`src/rtl/systolic_feeder_pkg.sv`:
```
// ----------------------------------------------------------------------------
// feeder_pkg
// Shared definitions for the systolic array feeder:
//   - FEEDER_LANES / FEEDER_DW : default lane count and per-lane byte width
//   - feeder_state_t           : controller state enumeration
//   - cntWidth()               : counter width that stays legal when n == 1
// ----------------------------------------------------------------------------
package feeder_pkg;

    localparam int FEEDER_LANES = 4;
    localparam int FEEDER_DW    = 8;

    typedef enum logic [1:0] {
        IDLE   = 2'd0,
        LOAD   = 2'd1,
        STREAM = 2'd2,
        DRAIN  = 2'd3
    } feeder_state_t;

    // A single-lane feeder still needs a 1-bit counter, so never return 0.
    function automatic int cntWidth(input int n);
        return (n > 1) ? $clog2(n) : 1;
    endfunction

endpackage

```
`src/rtl/systolic_feeder_if.sv`:
```
// ----------------------------------------------------------------------------
// systolic_feeder_if
// Upstream beat channel into the feeder (valid/ready handshake).
//   s_valid : upstream beat is valid
//   s_ready : feeder accepts a beat this cycle
//   s_data  : one DW-bit byte per lane, lane i at [i*DW +: DW]
//   s_last  : final activation beat of a job
// Modports: master (upstream source), slave (feeder).
// ----------------------------------------------------------------------------
interface systolic_feeder_if
    import feeder_pkg::*;
#(
    parameter int LANES = FEEDER_LANES,
    parameter int DW    = FEEDER_DW
) ();

    logic                  s_valid;
    logic                  s_ready;
    logic [LANES*DW-1:0]   s_data;
    logic                  s_last;

    modport master (
        output s_valid,
        output s_data,
        output s_last,
        input  s_ready
    );

    modport slave (
        input  s_valid,
        input  s_data,
        input  s_last,
        output s_ready
    );

endinterface

```
`src/rtl/systolic_feeder_skew_delay.sv`:
```
// ----------------------------------------------------------------------------
// skew_delay
// One lane of the activation skew: a DEPTH-stage shift register carrying a
// DW-bit byte plus its valid bit. Shifts only while i_en is high.
//   clk    : clock
//   rst    : asynchronous active-low reset, clears every stage
//   i_en   : shift enable
//   i_data : byte entering stage 0
//   i_vld  : valid entering stage 0
//   o_data : byte leaving the last stage (DEPTH cycles after entry)
//   o_vld  : valid leaving the last stage
// ----------------------------------------------------------------------------
module skew_delay #(
    parameter int DW    = 8,
    parameter int DEPTH = 1
) (
    input  logic          clk,
    input  logic          rst,
    input  logic          i_en,
    input  logic [DW-1:0] i_data,
    input  logic          i_vld,
    output logic [DW-1:0] o_data,
    output logic          o_vld
);

    logic [DEPTH-1:0][DW-1:0] r_data;
    logic [DEPTH-1:0]         r_vld;

    // Shift chain: stage 0 takes the new byte, every other stage takes its
    // predecessor. Written as a loop so DEPTH=1 needs no special case.
    always_ff @(posedge clk or negedge rst) begin
        if (!rst) begin
            r_data <= '0;
            r_vld  <= '0;
        end else if (i_en) begin
            r_data[0] <= i_data;
            r_vld[0]  <= i_vld;
            for (int k = 1; k < DEPTH; k++) begin
                r_data[k] <= r_data[k-1];
                r_vld[k]  <= r_vld[k-1];
            end
        end
    end

    assign o_data = r_data[DEPTH-1];
    assign o_vld  = r_vld[DEPTH-1];

endmodule

```
`src/rtl/systolic_feeder.sv`:
```
// ----------------------------------------------------------------------------
// systolic_feeder
// Feeds a LANES-row systolic array: first loads LANES weight beats onto the
// PE in_b bus, then streams activation beats onto in_a with lane i delayed
// by i+1 cycles, then drains the skew lines and pulses done.
//   clk       : clock, rising edge
//   rst       : asynchronous active-low reset
//   start     : pulse in IDLE to begin a job (ignored elsewhere)
//   s_if      : upstream beat channel (slave side)
//   out_a     : skewed activations, lane i at [i*DW +: DW]
//   out_a_vld : per-lane valid for out_a
//   out_b     : registered weight beat
//   out_b_en  : weight-load enable, high the cycle after a LOAD beat
//   busy      : controller not in IDLE
//   done      : one-cycle pulse on the last DRAIN cycle
// ----------------------------------------------------------------------------
module systolic_feeder
    import feeder_pkg::*;
#(
    parameter int LANES = FEEDER_LANES,
    parameter int DW    = FEEDER_DW
) (
    input  logic                clk,
    input  logic                rst,
    input  logic                start,
    systolic_feeder_if.slave    s_if,
    output logic [LANES*DW-1:0] out_a,
    output logic [LANES-1:0]    out_a_vld,
    output logic [LANES*DW-1:0] out_b,
    output logic                out_b_en,
    output logic                busy,
    output logic                done
);

    localparam int            CW       = cntWidth(LANES);
    localparam logic [CW-1:0] CNT_LAST = CW'(LANES - 1);

    feeder_state_t r_state;
    feeder_state_t w_nextState;

    logic [CW-1:0]            r_weightCnt;
    logic [CW-1:0]            r_drainCnt;
    logic [LANES*DW-1:0]      r_outB;
    logic                     r_outBEn;

    logic                     w_ready;
    logic                     w_accept;
    logic                     w_skewEn;
    logic                     w_inVld;
    logic [LANES-1:0][DW-1:0] w_inLane;
    logic [LANES-1:0][DW-1:0] w_laneData;
    logic [LANES-1:0]         w_laneVld;

    assign w_accept = s_if.s_valid & w_ready;

    // State register.
    always_ff @(posedge clk or negedge rst) begin
        if (!rst) begin
            r_state <= IDLE;
        end else begin
            r_state <= w_nextState;
        end
    end

    // Next-state and state-derived outputs. start matters only in IDLE and
    // s_last only in STREAM; LOAD ends purely on the weight count.
    always_comb begin
        w_nextState = r_state;
        w_ready     = 1'b0;
        busy        = 1'b1;
        done        = 1'b0;
        unique case (r_state)
            IDLE: begin
                busy = 1'b0;
                if (start) begin
                    w_nextState = LOAD;
                end
            end
            LOAD: begin
                w_ready = 1'b1;
                if (w_accept && (r_weightCnt == CNT_LAST)) begin
                    w_nextState = STREAM;
                end
            end
            STREAM: begin
                w_ready = 1'b1;
                if (w_accept && s_if.s_last) begin
                    w_nextState = DRAIN;
                end
            end
            DRAIN: begin
                if (r_drainCnt == CNT_LAST) begin
                    done        = 1'b1;
                    w_nextState = IDLE;
                end
            end
            default: begin
                w_nextState = IDLE;
            end
        endcase
    end

    assign s_if.s_ready = w_ready;

    // Weight-beat counter: advances only on accepted LOAD beats and wraps
    // to 0 on the beat that completes the load.
    always_ff @(posedge clk or negedge rst) begin
        if (!rst) begin
            r_weightCnt <= '0;
        end else if ((r_state == LOAD) && w_accept) begin
            r_weightCnt <= (r_weightCnt == CNT_LAST) ? '0 : r_weightCnt + 1'b1;
        end
    end

    // Drain counter: counts the LANES bubble cycles needed to flush the
    // deepest skew line; held at 0 outside DRAIN.
    always_ff @(posedge clk or negedge rst) begin
        if (!rst) begin
            r_drainCnt <= '0;
        end else if ((r_state == DRAIN) && (r_drainCnt != CNT_LAST)) begin
            r_drainCnt <= r_drainCnt + 1'b1;
        end else begin
            r_drainCnt <= '0;
        end
    end

    // Weight register: captures each accepted LOAD beat and holds it after
    // the load, with the enable high only in the cycle following a beat.
    always_ff @(posedge clk or negedge rst) begin
        if (!rst) begin
            r_outB   <= '0;
            r_outBEn <= 1'b0;
        end else begin
            r_outBEn <= (r_state == LOAD) && w_accept;
            if ((r_state == LOAD) && w_accept) begin
                r_outB <= s_if.s_data;
            end
        end
    end

    assign out_b    = r_outB;
    assign out_b_en = r_outBEn;

    // Skew lines run every STREAM/DRAIN cycle; any cycle without an accepted
    // STREAM beat pushes a zero bubble so stale bytes never reach the PEs.
    assign w_skewEn = (r_state == STREAM) || (r_state == DRAIN);
    assign w_inVld  = (r_state == STREAM) && w_accept;
    assign w_inLane = w_inVld ? s_if.s_data : '0;

    for (genvar g = 0; g < LANES; g++) begin : gLane
        skew_delay #(
            .DW    (DW),
            .DEPTH (g + 1)
        ) uSkew (
            .clk    (clk),
            .rst    (rst),
            .i_en   (w_skewEn),
            .i_data (w_inLane[g]),
            .i_vld  (w_inVld),
            .o_data (w_laneData[g]),
            .o_vld  (w_laneVld[g])
        );
    end

    assign out_a     = w_laneData;
    assign out_a_vld = w_laneVld;

endmodule

```
`src/flat_wrapper.sv`:
```
// flat-port wrapper written by rule: the top's interface ports become plain ports
module systolic_feeder_flat import feeder_pkg::*;
#(
    parameter int LANES = FEEDER_LANES,
    parameter int DW    = FEEDER_DW
)
  (clk, rst, start, out_a, out_a_vld, out_b, out_b_en, busy, done, s_if_s_valid, s_if_s_data, s_if_s_last, s_if_s_ready);
  systolic_feeder_if #(.LANES(LANES), .DW(DW)) s_if_i ();
  input  logic clk;
  input  logic rst;
  input  logic start;
  output logic [LANES*DW-1:0] out_a;
  output logic [LANES-1:0] out_a_vld;
  output logic [LANES*DW-1:0] out_b;
  output logic out_b_en;
  output logic busy;
  output logic done;
  input wire logic [$bits(s_if_i.s_valid)-1:0] s_if_s_valid;
  input wire logic [$bits(s_if_i.s_data)-1:0] s_if_s_data;
  input wire logic [$bits(s_if_i.s_last)-1:0] s_if_s_last;
  output wire logic [$bits(s_if_i.s_ready)-1:0] s_if_s_ready;
  assign s_if_i.s_valid = s_if_s_valid;
  assign s_if_i.s_data = s_if_s_data;
  assign s_if_i.s_last = s_if_s_last;
  assign s_if_s_ready = s_if_i.s_ready;
  systolic_feeder #(.LANES(LANES), .DW(DW)) u_core (.clk(clk), .rst(rst), .start(start), .s_if(s_if_i), .out_a(out_a), .out_a_vld(out_a_vld), .out_b(out_b), .out_b_en(out_b_en), .busy(busy), .done(done));
endmodule
```
`config.mk`:
```
export PLATFORM = sky130hd
export DESIGN_NAME = systolic_feeder_flat
export DESIGN_NICKNAME = d
export VERILOG_FILES = /design/src/rtl/systolic_feeder_pkg.sv /design/src/rtl/systolic_feeder_if.sv /design/src/rtl/systolic_feeder_skew_delay.sv /design/src/rtl/systolic_feeder.sv /design/src/flat_wrapper.sv
export SDC_FILE = /design/constraint.sdc
export NUM_CORES = 1
export LEC_CHECK = 0
export ABC_AREA = 1
export CAP_MARGIN = 10
export CORE_MARGIN = 3
export CORE_UTILIZATION = 50
export DETAILED_ROUTE_END_ITERATION = 10
export PLACE_DENSITY = 0.88
export SLEW_MARGIN = 20
export SYNTH_ARGS = -nofsm -noshare
export SYNTH_HDL_FRONTEND = slang
export SYNTH_SLANG_ARGS = --single-unit
```
`constraint.sdc`:
```
create_clock -name clk -period 2.3 [get_ports clk]
set_input_delay 0.46 -clock clk [delete_from_list [all_inputs] [get_ports clk]]
set_output_delay 0.46 -clock clk [all_outputs]
set_load 0.05 [all_outputs]
```
==> reports/metrics.yaml <==
rsz0062_at_grt: "false"
synth_most_common_cell: "nand2_1"
status: "finished clean"
core_area_mm2: 0.00977
worstSetupPathType: "reg -> out"
cts_tree: "done"
n_antenna_cell: 0
hold_violations: 0
drt_wl_total_mm: 10.6
postCtsSetupRepairBufs: 0
slew_headroom_pct: 62.5
ys_ff_latch: 123
synth_edf_count: 0
cts_buffers: 17
ys.flop_type: "dfrtp_1"
layout.cells.non_filler: 728
crit_cells: 1
pwr-share-seq_pct: 31.0
antenna_found_initial: 0
drt_pass1_iterations: 5
drc_errors: 0
syn_area_per_cell_um2: 10.1
worst_pin_slew_ps: 561
cp_data_required_time_ps: 1840
cpMaxStageDelayCell: "clkdlybuf4s50_1"
numPortBuffers: 108
cts.reportedPaths.clkPinSlew_ps: 60
die_area_mm2: 0.0113
cp-start-kind: "flop"
p_comb_share_pct: 43.3
ios: 109
synth_top_area_cell: "dfrtp_1"
crit_arrival_ps: 1720
finalSetupTns_ps: 0
synthTopCellsByCount: "nand2_1 (124), dfrtp_1 (123), inv_1 (73), o21ai_0 (36), buf_4 (28)"
first_global_vias: 3631
hold_ws_ps: 391
place_hpwl_mm: 7.04
htree_levels: 4
clk_path_buf_depth: 2
synth.distinct_cells: 22
gp_congestion: 0.786
finalInstanceArea_mm2: 0.00662
std_cell_rows: 36
nNetsFinal: 626
p_sw_share_pct: 41.7
grt_pass1_wl_mm: 17.6
period_minus_slack_ps: 2180
synth_warnings: 0
clock-sinks: 123
ys_seq_area_share_pct: 61.0
finClkSkew_ps: 5.65
post-route-period-util_pct: 94.6
ys_top_cells_by_area: "dfrtp_1 (61%), nand2_1 (9.2%), inv_1 (5.4%)"
start_util_pct: 51.6
die_x_um: 106
synthCells: 500
ir_drop_uv: 1050
worstPathCellList: "clkdlybuf4s50_1"
cap_viol_max_count: 0
syn_area_mm2: 0.00504
cts_root_buffer: "clkbuf_8"
power.switching_w: 0.00433
critPathMaxStageDelay_ps: 840
insertion_delay_ps: 510
async_reset_ff_share_pct: 100
power.total_w: 0.0104
fmax_ghz: 0.460
ant_nets: 0
grt_overflow: 0
yosysTopAreaCellShare_pct: 61.0
p_leak_nw: 3.18
clkPwrFrac_pct: 25.7
grt_max_degree: 85
area_growth_pct: 31.3
via_per_inst: 4.93
wire_per_inst_um: 14.6
power_density_mw_per_mm2: 1570
drive_gt1_share_pct: 11.8
worstPathMaxFanout: 2
drv_slew: 0
n_fill_cell: 721
reg2reg_depth: 6
synth_nets: 544
dr.first_iter.drc_count: 237
die_h_um: 106
num_vias: 3591
post_dp_cell_area_mm2: 0.00600
intPower_w: 0.00605
grt_usage_pct: 20.0
setup_viol: 0
critPathTopFamily: "buffers and inverters"
hp-class: "in -> async"
dp.cells: 695
critPathCaptureType: "primary output"
critPathBufInv: 1
## cell type report
class	instances	area, µm²	area share (%)
flip-flops and latches	123	3080	46.5
multi-input cells	250	1280	19.4
repair buffers	115	1200	18.1
clock buffers	22	473	7.14
inverters	75	282	4.25
well taps	133	166	2.51
clock inverters	10	139	2.10
## power by group through the flow
stage	clock (W)	combinational (W)	sequential, W
after floorplan	0	0.00246	0.00415
after global placement	0	0.00437	0.00320
after detailed placement	0	0.00451	0.00323
after CTS	0.00272	0.00454	0.00321
after global routing	0.00282	0.00483	0.00329
final	0.00267	0.00450	0.00321
## layout by cell type (no fill, tap or decap), types with 5 or more instances in the layout
cell / count
inv_1: 73
dfrtp_1: 123
clkbuf_8: 5
clkbuf_16: 16
o21ai_2: 23
nand2_1: 124
clkdlybuf4s50_1: 104
o22ai_1: 24
o21ai_1: 24
o21ai_0: 36
ha_1: 7
buf_12: 6
## per-stage QoR
step	util [%]	worst slack, ps
3_5_place_dp	61.4	506
4_1_cts	67.7	92.7
5_1_grt	67.7	76.5
6_report	67.7	124
2_1_floorplan	-	547
3_3_place_gp	61.4	569
## timing repair
action | 4_1_cts | 5_1_grt
endpoints found under the hold margin | 21 | 0
resized for setup | 0 | 0
endpoints found under the setup margin | 0 | 0
hold buffers | 1 | 0
## sequential cells by signal, indices dropped and copies added (netlist names)
signal,count
u_core.gLane.uSkew.r_data,48
u_core.gLane.uSkew.o_data,32
u_core.out_b,32
u_core.gLane.uSkew.r_vld,4
u_core.r_drainCnt,2
u_core.r_state,2
u_core.r_weightCnt,2
u_core.out_b_en,1
## metal layers
layer  part of all wire [%]  wire [µm]  GRT usage, %
met3                    4.7        499          5.34
met2                     51       5360          32.4
met4                    1.8        194          7.95
met5                      0          0             0
met1                     43       4540          25.8
## kinds of logic (layout without fill, tap and decap cells)
kind of cell	after synthesis	after routing	share of synthesized area (%)
and+or+nand+nor	135	135	10.6
buffers and inverters	127	222	13.6
DFF	123	123	61.0
AOI/OAI and AO/OA	108	108	13.1
adders and majority gates	7	7	1.74
## worst paths after layout
check / start / endpoint / slack (ps)
setup / recovery: u_core.gLane[0].uSkew.o_data[7] / out_a[7] / 120
hold / removal: rst / u_core.gLane[3].uSkew.o_data[6] / 390
setup reg to reg: u_core.r_state[0] / u_core.gLane[1].uSkew.r_data[0] / 630
hold reg to reg: u_core.r_drainCnt[0] / u_core.r_drainCnt[0] / 440
max in group asynchronous: rst / u_core.out_b[27] / 1320
min in group clk: u_core.r_drainCnt[0] / u_core.r_drainCnt[0] / 440
(Power assumes the default switching activity.)
